==> src/rtl/debug_settings_loader_pkg.sv <==
// Shared definitions for the debug GPIO path: channel type codes and the
// settings bundle handed from the loader to the multiplexer.
package params;
    localparam logic [7:0] DBG_NONE    = 8'h00;
    localparam logic [7:0] DBG_CONST   = 8'h01;
    localparam logic [7:0] DBG_PWM_OUT = 8'h02;
    localparam logic [7:0] DBG_PWM_IN  = 8'h03;
    localparam logic [7:0] DBG_GPIO_IN = 8'h04;

    localparam int DBG_WORDS_PER_CH = 4;
    localparam int DBG_NUM_CH       = 4;

    // The type code lives in the top byte of every channel word.
    function automatic logic [7:0] dbg_type(input logic [63:0] value);
        return value[63:56];
    endfunction
endpackage

package settings;
    import params::*;

    typedef struct packed {
        logic [DBG_NUM_CH-1:0][63:0] value;
    } debug_settings_t;
endpackage

==> src/rtl/debug_value_sanitizer.sv <==
// Combinational check of one debug channel word: a PWM-output selection whose
// index is outside the implemented outputs is forced to DBG_NONE (all zero).
module debug_value_sanitizer
    import params::*;
#(
    parameter int unsigned DEPTH = 249
) (
    input  logic [63:0] i_value,
    output logic [63:0] o_value
);
    logic w_bad_pwm;

    assign w_bad_pwm = (dbg_type(i_value) == DBG_PWM_OUT) && (32'(i_value[7:0]) >= DEPTH);
    assign o_value   = w_bad_pwm ? '0 : i_value;
endmodule

==> src/rtl/debug_settings_loader.sv <==
// Fetches the four 64-bit debug channel words from the controller BRAM,
// sanitizes them and commits all four channels on a single clock edge.
module debug_settings_loader
    import params::*;
    import settings::*;
#(
    parameter int unsigned DEPTH        = 249,
    parameter logic [8:0]  BASE_ADDR    = 9'h000,
    parameter int unsigned READ_LATENCY = 2
) (
    input  logic            CLK,
    input  logic            RST_N,
    input  logic            UPDATE,
    output logic            BRAM_EN,
    output logic [8:0]      BRAM_ADDR,
    input  logic [15:0]     BRAM_DOUT,
    output debug_settings_t DEBUG_SETTINGS,
    output logic            BUSY,
    output logic            DONE
);
    localparam int NUM_WORDS = DBG_NUM_CH * DBG_WORDS_PER_CH;

    typedef enum logic [1:0] {
        S_IDLE,
        S_ISSUE,
        S_DRAIN,
        S_COMMIT
    } state_t;

    state_t                      r_state;
    logic                        r_pending;
    logic [3:0]                  r_issue_idx;
    logic [READ_LATENCY-1:0]     r_vld_sr;
    logic [3:0]                  r_idx_sr [READ_LATENCY];
    logic [DBG_NUM_CH-1:0][63:0] r_shadow;
    logic [DBG_NUM_CH-1:0][63:0] w_clean;
    logic                        w_capture;
    logic [3:0]                  w_cap_idx;
    logic                        w_last_capture;

    assign w_capture      = r_vld_sr[READ_LATENCY-1];
    assign w_cap_idx      = r_idx_sr[READ_LATENCY-1];
    assign w_last_capture = w_capture && (w_cap_idx == 4'(NUM_WORDS - 1));

    // Valid flags follow each issued read through the BRAM pipeline.
    always_ff @(posedge CLK or negedge RST_N) begin
        if (!RST_N) begin
            r_vld_sr <= '0;
        end else begin
            for (int i = READ_LATENCY - 1; i > 0; i--) begin
                r_vld_sr[i] <= r_vld_sr[i-1];
            end
            r_vld_sr[0] <= BRAM_EN;
        end
    end

    // NOTE: index and shadow registers carry data only; they are qualified by
    // the reset-cleared valid flags, so they need no reset of their own.
    always_ff @(posedge CLK) begin
        for (int i = READ_LATENCY - 1; i > 0; i--) begin
            r_idx_sr[i] <= r_idx_sr[i-1];
        end
        r_idx_sr[0] <= r_issue_idx;
        if (w_capture) begin
            r_shadow[w_cap_idx[3:2]][{w_cap_idx[1:0], 4'b0000} +: 16] <= BRAM_DOUT;
        end
    end

    for (genvar g = 0; g < DBG_NUM_CH; g++) begin : g_sanitize
        debug_value_sanitizer #(
            .DEPTH(DEPTH)
        ) u_sanitizer (
            .i_value(r_shadow[g]),
            .o_value(w_clean[g])
        );
    end

    // NOTE: every state and output register is assigned with <= so all of
    // them see the pre-edge values of each other, exactly like the flops.
    always_ff @(posedge CLK or negedge RST_N) begin
        if (!RST_N) begin
            r_state        <= S_IDLE;
            r_pending      <= 1'b0;
            r_issue_idx    <= '0;
            BRAM_EN        <= 1'b0;
            BRAM_ADDR      <= '0;
            BUSY           <= 1'b0;
            DONE           <= 1'b0;
            DEBUG_SETTINGS <= '0;
        end else begin
            DONE <= 1'b0;
            if (UPDATE && r_state != S_IDLE) begin
                r_pending <= 1'b1;
            end
            case (r_state)
                S_IDLE: begin
                    if (UPDATE || r_pending) begin
                        r_state     <= S_ISSUE;
                        r_pending   <= 1'b0;
                        BUSY        <= 1'b1;
                        BRAM_EN     <= 1'b1;
                        BRAM_ADDR   <= BASE_ADDR;
                        r_issue_idx <= '0;
                    end else begin
                        BUSY <= 1'b0;
                    end
                end
                S_ISSUE: begin
                    if (r_issue_idx == 4'(NUM_WORDS - 1)) begin
                        BRAM_EN <= 1'b0;
                        r_state <= S_DRAIN;
                    end else begin
                        r_issue_idx <= r_issue_idx + 4'd1;
                        BRAM_ADDR   <= BRAM_ADDR + 9'd1;
                    end
                end
                S_DRAIN: begin
                    if (w_last_capture) begin
                        r_state <= S_COMMIT;
                    end
                end
                S_COMMIT: begin
                    // BUSY is held through the DONE cycle and drops in IDLE.
                    DEBUG_SETTINGS.value <= w_clean;
                    DONE                 <= 1'b1;
                    r_state              <= S_IDLE;
                end
                default: r_state <= S_IDLE;
            endcase
        end
    end
endmodule
==> config.mk <==
export PLATFORM = sky130hd
export DESIGN_NAME = debug_settings_loader
export DESIGN_NICKNAME = d
export VERILOG_FILES = /design/src/rtl/debug_settings_loader_pkg.sv /design/src/rtl/debug_value_sanitizer.sv /design/src/rtl/debug_settings_loader.sv
export SDC_FILE = /design/constraint.sdc
export NUM_CORES = 1
export LEC_CHECK = 0
export ABC_AREA = 1
export CORE_UTILIZATION = 55
export DETAILED_ROUTE_END_ITERATION = 6
export MAX_ROUTING_LAYER = met4
export PLACE_DENSITY = 0.8
export SYNTH_ARGS = -nofsm -noshare
export SYNTH_HDL_FRONTEND = slang
export SYNTH_HIERARCHICAL = 1
export SYNTH_SLANG_ARGS = --single-unit
export TNS_END_PERCENT = 1
==> constraint.sdc <==
create_clock -name CLK -period 2.4 [get_ports CLK]
set_clock_uncertainty 0.2 [all_clocks]
set_input_delay 0.24 -clock CLK [delete_from_list [all_inputs] [get_ports CLK]]
set_output_delay 0.24 -clock CLK [all_outputs]
set_load 0.01 [all_outputs]
Yosys cells after proc, flatten, opt, wreduce, memory -nomap -nowiden
Memories as Yosys holds them, arrays and structs flattened. Cells that the tools add are included.

Logic and storage cells: 80. Memory bits (writable): 8. Input bits: 19. Bits in read-only memories: 0. Memories kept: 1. Bits in registers: 533. Latch bits: 0. Output and inout bits: 268.

Memories: r_idx_sr (words 2, bits a word 4, rd ports 2, clocked after Yosys merged registers in 0, wr ports 2, RTL line debug_settings_loader.sv:34) `logic [3:0] r_idx_sr [READ_LATENCY];`.

Multipliers: 0. Shifts and indexed selects: 2. Reduce and logical (&&, ||, !) cells: 14. Multiplexer cells: 25. $add $sub $neg: 3. Order comparisons: 6. Bitwise operators: 0. Eq/ne operators: 13. Div/mod/pow operators: 0.

Operators with widths (count): $mux 64 (5); $bwmux 256 (1); $demux 64 s2 (1); $shift 16x8->64 const A (1); $shiftx 16x8->64 (1); $eq 8x2->1 const B (4); $ge 8x8->1 const B (4); $mux 9 (2); $pmux 9 s2 (1); $add 9x1->9 const B (1); $reduce_and 3->1 (3); $eq 4x4->1 const B (2); $mux 4 (2); $ne 2x2->1 const B (4); $neg 6->8 (1); $pmux 2 s4 (1); $pmux 4 s2 (1); $logic_and 1x1->1 (7); $mux 1 (7); $mux 2 (3); $add 4x1->4 const B (1); $eq 2x2->1 const B (2); $reduce_bool 2->1 (2); $lt 2x3->1 const B (1); 5 further kinds (5).

Logic depth before layout (Yosys ltp)
Word-level depth: 5. Gate-level depth with buffers: 9. Mapped depth without buffers: 8.

Hierarchy
Netlist, hierarchy kept.

By module, submodules not included: debug_settings_loader (cells an instance 1073, area each 19109.6 um^2, times used 1, seq. area each 14779.2 um^2); debug_value_sanitizer (cells an instance 141, area each 560.5 um^2, times used 4, seq. area each 0.0 um^2).

Worst setup path after synthesis
No wires, ideal clock.

Kind: reg2reg. Start: memory r_idx_sr[1][0], in the netlist r_idx_sr[0][4]. End: register r_shadow[128] (netlist bit), enable pin. Path slack: 0.304 ns. Data required time: 1.812 ns. Buffers on the path: 0. Library setup time: 0.388 ns. Period minus slack after synthesis: 2.096 ns. Arrival: 1.508 ns. Stages on the path, launching flop included: 5. Cell sequence: dfxtp_1 inv_2 ha_1 nand2_1 nor2_1.

RTL lines: start: declaration (RTL line debug_settings_loader.sv:34); end signal: indexed assignment (RTL line debug_settings_loader.sv:65) `r_shadow[w_cap_idx[3:2]][{w_cap_idx[1:0], 4'b0000} +: 16] <= BRAM_DOUT;`; end: declaration (RTL line debug_settings_loader.sv:35) `logic [DBG_NUM_CH-1:0][63:0] r_shadow;`.

==> results.toml <==
[sta]
maxSlewViolCount = 0
setup_violations = 0
final.hold.worst_slack_ps = 75.9
worst_slack_ps = 137
slew_of_the_pin_with_the_lowest_slew_margin_ps = 657
max-slew-margin-rel_pct = 55.9
finalWorstPathRequiredPeriod_ps = 2260
fin_setup_tns_ps = 0
finalHoldViolCount = 0
achievable-frequency_ghz = 0.442
final.period_utilization_pct = 94.3
rsz0062_at_grt = "false"

[synth]
syn_area_per_cell_um2 = 13.0
synth_sequential_area_ratio_pct = 69.2
yosysWarningCount = 6
synth_top_cells_by_area = "edfxtp_1 (36%), dfrtp_1 (32%), mux2_2 (14%), nor2_1 (5.6%), inv_1 (4.7%)"
post_synth_inst_count = 1637
yosys.area.top_type_share_pct = 36.0
synth.largest_area_cell = "edfxtp_1"
synth-seq-cells = 541
netlist_area_um2 = 21400
synth_cell_types = 24
synth_fp_nets = 1667

[power_and_ir_drop]
power_density_nw_per_um2 = 1300
leak_nw = 11.3
vdd_ir_drop_max_mv = 0.813
total_power_after_layout_mw = 34.7

[grt]
grt.total_usage_pct = 27.9
largest_net_degree_at_the_start_of_global_routing = 86
grt_first_pass_wirelength_um = 78600
first_global_vias = 13371
grt_overflow_total = 0
grt_antenna_before_repair = 1

[place]
io_buffer_count = 286
gp_congestion = 0.801
worst_setup_slack_after_placement_ps = 176
post-dp-hpwl_um = 35100

[clocking]
clock_sink_count = 541
clkLatencyLatePin_ps = 580
cts_tree = "done"
cts_inserted_buffers = 55
clock_path_buffers = 3
clock_root_cell = "clkbuf_16"
ctsHtreeMaxLevel = 2
clkTransAtPathRegs_ps = 60
cts_setup_buffers = 0

[die]
floorplan.die_area_um2 = 39600
core_region_area_um2 = 37900
ioPinCount = 287
die_w_um = 199
fp-row-count = 71
die_height_um = 199
starting_density_pct = 56.3

[final_layout]
nFillCells = 2574
nNetsFinal = 1975
final_common_cell = "nor2_1"
final_core_util_pct = 70.4
final_cell_mix = "nor2_1 (309), clkdlybuf4s50_1 (285), dfrtp_1 (277)"
drive_gt1_share_pct = 20.5
layout-area-overhead-vs-synth_pct = 25.0

[detailed_routing]
avgViaCountPerCell = 5.21
first_iter_violations = 935
detailed_route_wire_length_per_cell_um = 20.8
detail_route.first_pass.iterations = 7
total_wirelength_of_the_detailed_routed_design_um = 51900
drcViolationCount = 0
route.vias.total = 13035
antenna_violating_nets_post_route = 0

[worst_setup_path]
criticalPathCategory = "reg -> reg"
crit_fanout = 13
crit_slowest_cell = "inv_1"
crit_arrival_ps = 2400
worstPathCellList = "inv_2 > ha_1 > inv_1 > nor2_1 > inv_1 > buf_4 > nor3_1 > buf_4"
cp-end-kind = "register"
cp-start-kind = "register"
worst-endpoint-required_ps = 2540
critPathMaxStageDelay_ps = 390

[status]
run_status = "completed"

[job]
drv_cap = 0

[hold_path]
worstHoldPathType = "in -> reg"
[worst max-delay path, delay by kind of cell, from the launching register on]
family	cells	cell delay [ps]
simple gates	2	140
buf+inv	5	1030
fa+ha+maj	1	320
flops	1	340
[cell families (layout without fill, tap and decap cells)]
kind of cell,after synthesis,count (layout),synth area share (%)
simple gates,465,465,8.65
fa+ha+maj,11,11,0.645
xor+xnor,2,2,0.0821
mux,256,256,13.5
flops,541,541,69.2
buf+inv,355,709,7.72
other cells,0,1,0
compound gates,7,7,0.187
[registers in the layout (all words and copies together) (netlist names)]
name and count:
r_state 2, r_vld_sr 2, r_issue_idx 4, r_pending 1, BRAM_ADDR 9, DEBUG_SETTINGS 256, BUSY 1, DONE 1
r_shadow 256, r_idx_sr 8, BRAM_EN 1
[metal layers]
layer	GRT usage (%)	routed length, µm	vias to the layer above
li1	-	-	5877
met1	36.9	21800	6540
met2	43.3	24900	511
met3	5.02	3420	107
met4	10.5	1760	0
met5	-	0	-
[repair_timing]
action	in CTS	in global routing
hold buffers	2	0
endpoints found under the setup margin	0	8
endpoints found under the hold margin	277	0
resized for setup	0	2
[cells in the mapped netlist]
cell type	n
clkbuf_1	32
dfrtp_1	277
or2_2	1
inv_2	2
xor2_1	1
nor3_1	36
ha_1	11
dfxtp_1	8
nor3b_1	1
inv_1	265
nand2_1	83
buf_2	12
xnor2_1	1
buf_4	8
nand4_1	3
o21ai_0	5
nor2_1	316
nand3_1	22
nand3_2	2
mux2_2	256
edfxtp_1	256
nand2_2	1
buf_6	36
o21bai_1	2
[per-stage QoR]
stage | cells | cell area, µm²
finish | 2503 | 26700
global placement | 2397 | 24800
CTS | 2502 | 26700
detailed placement | 2397 | 24800
global route | 2503 | 26700
floorplan | 1637 | 21400
[layout make-up]
class	count	area, µm²	share of cell area (%)
inverter	267	1000	3.76
antenna	1	2.50	0.00938
sequential	541	14800	55.4
timing repair buffer	339	3430	12.9
tap	511	639	2.40
clock buffer	87	1710	6.42
multi-input combinational	741	4980	18.7
clock inverter	16	136	0.511
[where the power goes]
part | switching, mW | internal, mW | total, mW
sequential | 1.73 | 12.6 | 14.4
clock | 3.47 | 5.10 | 8.57
combinational | 5.04 | 6.68 | 11.7
[path summary, 6_finish.rpt]
path | slack (ps) | cells past startpoint | from | to
min in group asynchronous | 110 | 3 | RST_N | DEBUG_SETTINGS[72]
max in group asynchronous | 1490 | 3 | RST_N | DEBUG_SETTINGS[167]
hold / removal | 80 | 3 | UPDATE | r_pending
setup / recovery | 140 | 8 | r_idx_sr[0][4] | r_shadow[150]
setup reg to reg | 140 | 8 | r_idx_sr[0][4] | r_shadow[150]
hold reg to reg | 130 | 0 | r_idx_sr[0][2] | r_idx_sr[0][6]
No activity file was read; power rests on OpenSTA's default activity.
==> variant, RTL diff (same flow settings) <==
Set the parameter `READ_LATENCY` to 8 (it was 2).
--- a/src/rtl/debug_settings_loader.sv
+++ b/src/rtl/debug_settings_loader.sv
@@ -7,5 +7,5 @@
     parameter int unsigned DEPTH        = 249,
     parameter logic [8:0]  BASE_ADDR    = 9'h000,
-    parameter int unsigned READ_LATENCY = 2
+    parameter int unsigned READ_LATENCY = 8
 ) (
     input  logic            CLK,
Check against the original RTL: no difference found for any inputs over 10 cycles, from zero or initial values and one cycle with RST_N low; that may be too few to reach the edited logic, so the function may still have changed.
==> variant against the original RTL <==
- sequential power rose by 3%
- setup slack got worse by 30 ps
- die area is 3.7% higher
- sequential cell count is 30 higher
- largest cell class unchanged
- cell area increased by 2.7%
- power grew 1.1%
- area after synthesis rose by 3.8%
- routed wire length grew 2.6%
- final cell count rose by 3.0%
==> variant: results (changes against the original RTL) <==
DRT iter0 DRCs -> 895 (was 935)
HP Class -> in -> async (was in -> reg)
Pleak -> 11.6 nW (was 11.3 nW)
final sequential cell count -> 571 (was 541)
async set-reset flop share out of synthesis -> 0.496 (was 0.512)
NonClk Buf Share -> 0.126 (was 0.129)
top cells by area, synth -> edfxtp_1, dfrtp_1, mux2_2 (unchanged)
Layout Cells excl Fill -> 2578 (was 2503)
Vias -> 13400 (was 13000)
Multi-In Gates -> 750 (was 741)
first-pass GRT wire length -> 81500 um (was 78600 um)
Post-Synth XOR/XNOR Area -> 0.000395 (was 0.000820)
Net Count, Synth -> 1719 (was 1667)
Seq. cell area -> 15400 um2 (was 14800 um2)
n_diodes -> 9 (was 1)
register area share after synthesis -> 0.696 (was 0.692)
Avg Synthesized Cell Area -> 13.1 um2 (was 13.0 um2)
crit-path max FO -> 16 (was 13)
share of layout cells above drive strength 1 -> 0.205 (about the same)
multi-input combinational area share -> 0.186 (was 0.187)
Slew @ Worst Pin -> 671 ps (was 657 ps)
Total GRT Usage -> 0.273 (was 0.279)
commonest cells in the netlist -> nor2_1, dfrtp_1, inv_1 (unchanged)
dpl cells -> 2468 (was 2397)
adder-cell share of the synthesized area -> 0.00621 (was 0.00645)
outcome -> completed (unchanged)
number of global-route vias before repair -> 13800 (was 13400)
crit path DAT -> 2430 ps (was 2400 ps)
largest net degree at the start of global routing -> 77 (was 86)
total detailed-routing wirelength -> 53300 um (was 51900 um)
CTS Buf Count -> 54 (was 55)
Inverters -> 276 (was 267)
dpl hpwl -> 37100 um (was 35100 um)
maximum VDD drop -> 929 uV (was 813 uV)
variant: cells by family after synthesis:
family,after synthesis
flops,571
simple gates,466
buf+inv,368
mux,256
compound gates,16
fa+ha+maj,11
xor+xnor,1
variant: path summary, 6_finish.rpt:
path,startpoint,end,slack [ps],depth (start not counted)
worst max-delay path,r_idx_sr[1][13],r_shadow[32],110,6
worst min-delay path,RST_N,DEBUG_SETTINGS[44],30,2
worst max register to register,r_idx_sr[1][13],r_shadow[32],110,6
worst min register to register,r_idx_sr[1][7],r_idx_sr[1][11],120,0
max in group asynchronous,RST_N,DEBUG_SETTINGS[96],1220,3
min in group CLK,UPDATE,r_pending,110,3
variant: where the power goes:
group	internal [mW]	switching [mW]	leakage (nW)
clock network	4.82	3.48	0.853
registers	13.2	1.73	5.92
logic	6.78	5.05	4.79
variant: routing by layer:
metal	routed length, um	GRT usage	up-vias	share of wire
met4	2010	0.116	0	0.038
met3	3310	0.0477	113	0.062
met1	21900	0.353	6691	0.41
met2	26000	0.430	496	0.49
li1	-	-	6061	-
met5	0	-	-	0
variant: timing repair:
item,CTS,global route
gates resized for setup,0,1
endpoints found under the hold margin,283,0
hold buffers,1,0
endpoints found under the setup margin,0,12
variant: critical path, stage by stage (launching register included):
cell     delay (ps)
dfxtp_1         360
inv_1            90
ha_1            280
inv_1            70
nor2_1          130
nand2_1         400
nor3_1          500
variant: stage by stage:
step / cell area [um2] / worst slack, ps
2_1_floorplan: 22200 / 255
3_3_place_gp: 25600 / 260
3_5_place_dp: 25600 / 165
4_1_cts: 27400 / 117
5_1_grt: 27400 / -66.9
6_report: 27400 / 107
